## src/rtl/seq_det_pkg.sv

```systemverilog
// Shared constants and helpers for the dual-pattern serial sequence detector.
// Holds the legacy 3-bit pattern values and the fill-counter width rule.
package seq_det_pkg;

    localparam logic [2:0] PAT_101 = 3'b101;
    localparam logic [2:0] PAT_110 = 3'b110;

    // Fill must be able to represent 0..pat_w inclusive.
    function automatic int fill_width(input int pat_w);
        return $clog2(pat_w + 1);
    endfunction

endpackage

```

## src/rtl/seq_det_sat_cnt.sv

```systemverilog
// Saturating up-counter with a synchronous clear that overrides increment.
// Used once per pattern to tally match pulses.
module seq_det_sat_cnt
    import seq_det_pkg::*;
#(
    parameter int CNT_W = 8
) (
    input  logic             clk,
    input  logic             rstn,
    input  logic             inc,
    input  logic             clr,
    output logic [CNT_W-1:0] cnt
);

    localparam logic [CNT_W-1:0] CNT_MAX = '1;

    always_ff @(posedge clk or negedge rstn) begin
        if (!rstn) begin
            cnt <= '0;
        end else if (clr) begin
            cnt <= '0;
        end else if (inc && (cnt != CNT_MAX)) begin
            cnt <= cnt + 1'b1;
        end
    end

endmodule

```

## src/rtl/seq_det_dual_moore.sv

```systemverilog
// Moore-style detector for two PAT_W-bit patterns on a qualified serial stream,
// with runtime overlap selection, registered match pulses and saturating counters.
module seq_det_dual_moore
    import seq_det_pkg::*;
#(
    parameter int               PAT_W = 3,
    parameter logic [PAT_W-1:0] PAT_A = PAT_101,
    parameter logic [PAT_W-1:0] PAT_B = PAT_110,
    parameter int               CNT_W = 8
) (
    input  logic             clk,
    input  logic             rstn,
    input  logic             in_valid,
    input  logic             in,
    input  logic             overlap,
    input  logic             clr_cnt,
    output logic             match_a,
    output logic             match_b,
    output logic             out,
    output logic [CNT_W-1:0] cnt_a,
    output logic [CNT_W-1:0] cnt_b
);

    localparam int               FILL_W    = fill_width(PAT_W);
    localparam logic [FILL_W-1:0] FILL_FULL = FILL_W'(PAT_W);

    logic [PAT_W-1:0]  hist;
    logic [PAT_W-1:0]  hist_next;
    logic [FILL_W-1:0] fill;
    logic [FILL_W-1:0] fill_next;
    logic              hit_a;
    logic              hit_b;
    logic              inc_a;
    logic              inc_b;

    always_comb begin
        hist_next = {hist[PAT_W-2:0], in};
        fill_next = (fill == FILL_FULL) ? fill : fill + 1'b1;
        hit_a     = (fill_next == FILL_FULL) && (hist_next == PAT_A);
        hit_b     = (fill_next == FILL_FULL) && (hist_next == PAT_B);
        inc_a     = in_valid && hit_a;
        inc_b     = in_valid && hit_b;
    end

    // A non-overlapping hit restarts the shared fill count; hist keeps the new
    // bits but they can only match again after PAT_W fresh bits refill it.
    always_ff @(posedge clk or negedge rstn) begin
        if (!rstn) begin
            hist    <= '0;
            fill    <= '0;
            match_a <= 1'b0;
            match_b <= 1'b0;
        end else if (in_valid) begin
            hist    <= hist_next;
            fill    <= (!overlap && (hit_a || hit_b)) ? '0 : fill_next;
            match_a <= hit_a;
            match_b <= hit_b;
        end else begin
            match_a <= 1'b0;
            match_b <= 1'b0;
        end
    end

    assign out = match_a | match_b;

    seq_det_sat_cnt #(.CNT_W(CNT_W)) u_cnt_a (
        .clk  (clk),
        .rstn (rstn),
        .inc  (inc_a),
        .clr  (clr_cnt),
        .cnt  (cnt_a)
    );

    seq_det_sat_cnt #(.CNT_W(CNT_W)) u_cnt_b (
        .clk  (clk),
        .rstn (rstn),
        .inc  (inc_b),
        .clr  (clr_cnt),
        .cnt  (cnt_b)
    );

endmodule
```

## config.mk

```make
export PLATFORM = sky130hd
export DESIGN_NAME = seq_det_dual_moore
export DESIGN_NICKNAME = d
export VERILOG_FILES = /design/src/rtl/seq_det_pkg.sv /design/src/rtl/seq_det_sat_cnt.sv /design/src/rtl/seq_det_dual_moore.sv
export SDC_FILE = /design/constraint.sdc
export NUM_CORES = 1
export LEC_CHECK = 0
export ABC_AREA = 0
export CAP_MARGIN = 10
export CELL_PAD_IN_SITES_DETAIL_PLACEMENT = 1
export CELL_PAD_IN_SITES_GLOBAL_PLACEMENT = 1
export CORE_MARGIN = 8
export CORE_UTILIZATION = 41
export DETAILED_ROUTE_END_ITERATION = 8
export PLACE_DENSITY = 0.94
export SYNTH_ARGS = -nofsm -noshare
export SYNTH_HDL_FRONTEND = slang
export SYNTH_HIERARCHICAL = 1
export SYNTH_SLANG_ARGS = --single-unit
```

## constraint.sdc

```tcl
create_clock -name clk -period 4.8 [get_ports clk]
set_clock_uncertainty 0.2 [all_clocks]
set_input_delay 0.72 -clock clk [delete_from_list [all_inputs] [get_ports clk]]
set_output_delay 0.72 -clock clk [all_outputs]
set_load 0.005 [all_outputs]
```

; ---- After elaboration in Yosys (flattened, before gate mapping)
; Index checks and enable logic that the tools add are counted.
[classes]
n_bitwise = 1
n_reduce_logical = 11
add_sub_neg = 3
n_eq_ne = 6
mux = 8
[ops]
columns = cell, count
row1 = $mux 8, 4
row2 = $add 8x1->8 const B, 2
row3 = $ne 8x8->1 const B, 2
row4 = $logic_and 1x1->1, 7
row5 = $eq 3x3->1 const B, 2
row6 = $eq 2x2->1 const B, 2
row7 = $mux 2, 2
row8 = $reduce_bool 2->1, 2
row9 = $add 2x1->2 const B, 1
row10 = $mux 1, 2
row11 = $logic_not 1->1, 1
row12 = $logic_or 1x1->1, 1
row13 = $or 1x1->1, 1
[totals]
ff_bits = 22
elab_cells = 35
output_inout_bits = 19
in_bits = 6

; ---- Logic depth before layout (Yosys ltp)
[logic_depth]
ltp_word = 8
depth_mapped = 6
ltp_nobuf = 5

; ---- By module
; The synthesis kept the hierarchy.
[modules_own_cells]
columns = module, n_inst, cells_per_inst, seq_area_each_um2, area_each_um2
row1 = seq_det_sat_cnt, 2, 49, 200.2, 464.2
row2 = seq_det_dual_moore, 1, 19, 150.1, 254.0

; ---- Worst setup path before layout
; Ideal clock, no wire load.
[synth_timing]
kind = input-to-reg
startpoint = input in_valid
endpoint = register u_cnt_a.cnt[7]
setup_slack_ns = 2.661
t_required_ns = 4.506
setup_ns = 0.094
arrival_time_ns = 1.845
n_path_buf = 1
cell_stages = 6
path_cell_list = nand3_1 -> nor3b_1 -> buf_2 -> nand3_1 -> or3_1 -> a211oi_1
[synth_between]
elab_chain_cells = 3
[synth_rtl]
columns = item, line_no
row1 = "start, declared", seq_det_dual_moore.sv:13  ; input logic in_valid,
row2 = $logic_and 1x1->1, seq_det_dual_moore.sv:41  ; inc_a = in_valid && hit_a;
row3 = net inc_a, seq_det_dual_moore.sv:33  ; logic inc_a;
row4 = $logic_and 1x1->1, seq_det_sat_cnt.sv:22  ; end else if (inc && (cnt != CNT_MAX)) begin
row5 = $reduce_bool 2->1 (no source line), n/a
row6 = "end signal, assigned", seq_det_sat_cnt.sv:23  ; cnt <= cnt + 1'b1;
row7 = "end, declared", seq_det_sat_cnt.sv:12  ; output logic [CNT_W-1:0] cnt
; The timed path passes the listed nets, and every way through them passes these cells.
; A chain may end at the register's enable or synchronous reset.

; ---- Final worst setup path
[layout_timing]
startpoint = input in_valid
endpoint = register u_cnt_b.cnt[5]
[layout_between]
elab_chain_cells = 3
[layout_rtl]
columns = item, line_no
row1 = $logic_and 1x1->1, seq_det_dual_moore.sv:42  ; inc_b = in_valid && hit_b;
row2 = net inc_b, seq_det_dual_moore.sv:34  ; logic inc_b;
row3 = $logic_and 1x1->1, seq_det_sat_cnt.sv:22
row4 = $reduce_bool 2->1 (no source line), n/a
row5 = "end signal, assigned", seq_det_sat_cnt.sv:23
row6 = "end, declared", seq_det_sat_cnt.sv:12
; The timed path passes the listed nets, and every way through them passes these cells.

==> metrics.yaml <==
status: "finished clean"
most_instantiated_flip_flop_cell_in_the_synthesis_netlist: "sky130_fd_sc_hd__dfrtp_1"
die_y_um: 69.70
cts-root-to-sink-buffers: 2
finalInstanceArea_sq_um: 1474
grt_pass1_wl_um: 5333
timing.critical_path.to_type: "flip-flop"
post_synth_main_area_contributors: "sky130_fd_sc_hd__dfrtp_1, sky130_fd_sc_hd__mux2_2, sky130_fd_sc_hd__a21oi_1"
hold_class: "reg2reg"
worst_r2r_startpoint: "fill[1]"
routed_wire_length_per_instance_um: 17.89
count_of_flip_flops_with_a_built_in_enable_after_synthesis: 0
synth_cells: 117
area_growth_from_synthesis_to_layout_pct: 24.66
vias_per_cell: 6.058
critPathKind: "in2reg"
critical_path.slowest_cell: "sky130_fd_sc_hd__nor3b_1"
cts_hold_buffers: 0
static-leakage-power_nw: 0.5829
setup.worst_path.start: "in_valid"
gp_routability_congestion: 0.8158
dp.final_hpwl_um: 2313
grt_pass1_vias: 1162
finalNonFillerCells: 172
postPlaceCellArea_sq_um: 1451
p_int_uw: 240.3
clock_latency_on_the_worst_skew_pair_ns: 0.31
cts_resized: 0
layout-drive-gt1-share_pct: 12.06
yosysTopAreaCellShare_pct: 46.56
crit_buf_inv: 1
timing.critical_path.from_type: "primary input"
synthesis.yosys.warnings: 6
die_area_sq_um: 4858
ys_types: 33
hold_viol_final: 0
r2r_setup_slack_ns: 2.20
worstPathRequired_ns: 4.77
synth_most_common_cell: "sky130_fd_sc_hd__dfrtp_1"
gr-total-overflow: 0
final_max_slew_viol_count: 0
syn_area_per_cell_sq_um: 10.11
final.min_clock_period_ns: 3.256
arrival_ns: 3.23
regToRegEndpoint: "u_cnt_b/cnt[5]"
floorplan.initialDensity_pct: 42.88
timing.fmax_mhz: 307.1
antenna_found_initial: 0
crit_chain: "clkdlybuf4s50_1 > nand3_1 > nor3b_1 > nand3_1 > a2111oi_0 > nor3b_1"
fp.coreArea_sq_um: 2758
drt_wl_total_um: 3077
cts.root.buffer_cell: "sky130_fd_sc_hd__clkbuf_4"
detail_route.drc_violations: 0
via_count: 1042
sequential_power_share_pct: 62.2
power.share.switching_pct: 24.92
grt_max_degree: 23
share_comb_of_total_power_pct: 11.4
synth_sequential_area_ratio_pct: 46.56
die_w_um: 69.70
flop_and_latch_count_out_of_synthesis: 22
tightest_slew_ns: 1.019
cp_top_family: "simple AND/OR/NAND/NOR gates"
post_cts_setup_repair_buffer_count: 0
synth_area_sq_um: 1182
finalCritPeriodShare_pct: 67.84
track_usage_pct: 13.03
finalSetupTns_ns: 0
dpl.cell_count: 169
worstRegToRegCells: 5
i_o_pin_total: 25
clock_transition_at_path_regs_ns: 0.12
unrepaired_setup_endpoints_after_global_routing: "no"
antenna_left: 0
p_clk_share_pct: 26.4
cpPeakStageDelay_ns: 0.84
clock_sink_count: 22
finalSetupViolations: 0
ff_latch_area_sq_um: 550.5
switching_power_uw: 79.76
num-fill-cells: 321
path_max_fanout: 10
numPortBuffers: 24
max-cap-violations: 0
pwr_density_cell_nw_per_um2: 217.2
drt_first_iter_violations: 42
std_cell_rows: 19
clock_tree.htree_level_count: 1
slew_headroom_pct: 31.93
area_used_by_multi_input_combinational_logic_sq_um: 599.3
synth_async_sr_flop_share_pct: 100.0
synthTopCellsByCount: "sky130_fd_sc_hd__dfrtp_1, sky130_fd_sc_hd__a21oi_1, sky130_fd_sc_hd__nor3_1"
drt_first_pass_iters: 5
post-synth-top-area-cell: "sky130_fd_sc_hd__dfrtp_1"
cts_buffers: 3
cp-endpoint: "u_cnt_b/cnt[5]"
mappedNetlistNets: 125
critical_path_cell_count: 6
n_antenna_cell: 0
clock_tree_from_tritoncts: "yes"
irDropWorstVdd_uv: 169.6
final_net_count: 151
-- area by class of cell --
type,instances,area share [%]
Multi-Input combinational cell,87,40.66
Sequential cell,22,37.35
Timing Repair Buffer,25,16.81
Tap cell,31,2.632
Clock buffer,3,1.528
Inverter,4,1.019
-- cells in the final DEF (no fill, tap or decap) --
master / count
sky130_fd_sc_hd__a21oi_1: 8
sky130_fd_sc_hd__or3_1: 2
sky130_fd_sc_hd__a211oi_1: 2
sky130_fd_sc_hd__a41oi_1: 2
sky130_fd_sc_hd__nor2_1: 5
sky130_fd_sc_hd__and3_1: 2
sky130_fd_sc_hd__and3b_2: 1
sky130_fd_sc_hd__nor3_1: 8
sky130_fd_sc_hd__nand4_1: 2
sky130_fd_sc_hd__buf_4: 1
sky130_fd_sc_hd__o21ai_0: 2
sky130_fd_sc_hd__a2111oi_0: 2
sky130_fd_sc_hd__or2_2: 1
sky130_fd_sc_hd__mux2_2: 6
sky130_fd_sc_hd__xor2_1: 1
sky130_fd_sc_hd__nor2b_1: 6
sky130_fd_sc_hd__clkbuf_4: 3
sky130_fd_sc_hd__inv_1: 4
sky130_fd_sc_hd__and4_1: 2
sky130_fd_sc_hd__nor3b_1: 4
sky130_fd_sc_hd__mux2i_1: 2
sky130_fd_sc_hd__nand2_1: 4
sky130_fd_sc_hd__clkdlybuf4s50_1: 24
sky130_fd_sc_hd__nand3_2: 2
sky130_fd_sc_hd__dfrtp_1: 22
sky130_fd_sc_hd__ha_1: 2
sky130_fd_sc_hd__and4b_1: 1
sky130_fd_sc_hd__a21boi_1: 2
sky130_fd_sc_hd__nor4_1: 2
sky130_fd_sc_hd__nand2b_1: 6
sky130_fd_sc_hd__a211oi_2: 1
sky130_fd_sc_hd__nand3_1: 5
sky130_fd_sc_hd__and4_2: 2
sky130_fd_sc_hd__a31oi_1: 2
-- flip-flops by register name, summed over array words and instances, names as in the netlist --
signal	flops
u_cnt_b/cnt	8
match_b	1
match_a	1
hist	2
fill	2
u_cnt_a/cnt	8
-- metrics by stage --
step	setup slack (ns)	total power, mW	utilization, %	hold slack [ns]
2_1_floorplan	2.661	0.2199	-	0.2244
3_5_place_dp	1.291	0.2403	52.63	0.3441
3_3_place_gp	1.519	0.2372	52.63	0.3262
4_1_cts	1.630	0.3258	53.45	0.3715
5_1_grt	1.422	0.3370	53.45	0.4061
6_report	1.544	0.3201	53.45	0.3653
-- cell families (layout without fill, tap and decap cells) --
| logic type | Yosys count | after routing | share of synthesized area (%) |
|---|---|---|---|
| simple gates | 55 | 55 | 28.57 |
| xor+xnor | 1 | 1 | 0.7409 |
| mux | 8 | 8 | 7.407 |
| fa+ha+maj | 2 | 2 | 2.116 |
| buf+inv | 8 | 32 | 2.751 |
| flops | 22 | 22 | 46.56 |
| compound gates | 21 | 21 | 11.85 |
-- metal layers --
metal / track usage, % / share of wire, %
met1: 13.65 / 39
met2: 22.54 / 50
met3: 4.435 / 7.7
met4: 6.696 / 2.9
met5: 0 / 0
-- power by group through the flow --
stage                     registers (mW)  clock network [mW]  logic [mW]
final                              0.199              0.0846      0.0365
after global routing               0.200              0.0953      0.0412
after CTS                          0.199              0.0889      0.0376
after detailed placement           0.203                   0      0.0374
after global placement             0.202                   0      0.0355
after floorplan                    0.201                   0      0.0191
-- worst min path at each step --
stage	from	endpoint	slack [ns]	depth (start not counted)
after CTS	hist[1]	hist[1]	0.37	1
after floorplan	rstn	fill[0]	0.22	0
after global placement	hist[1]	hist[1]	0.33	1
after global routing	hist[1]	hist[1]	0.41	1
after detailed placement	hist[1]	hist[1]	0.34	1
final	hist[1]	hist[1]	0.37	1
Power figures use the tool's default switching activity.
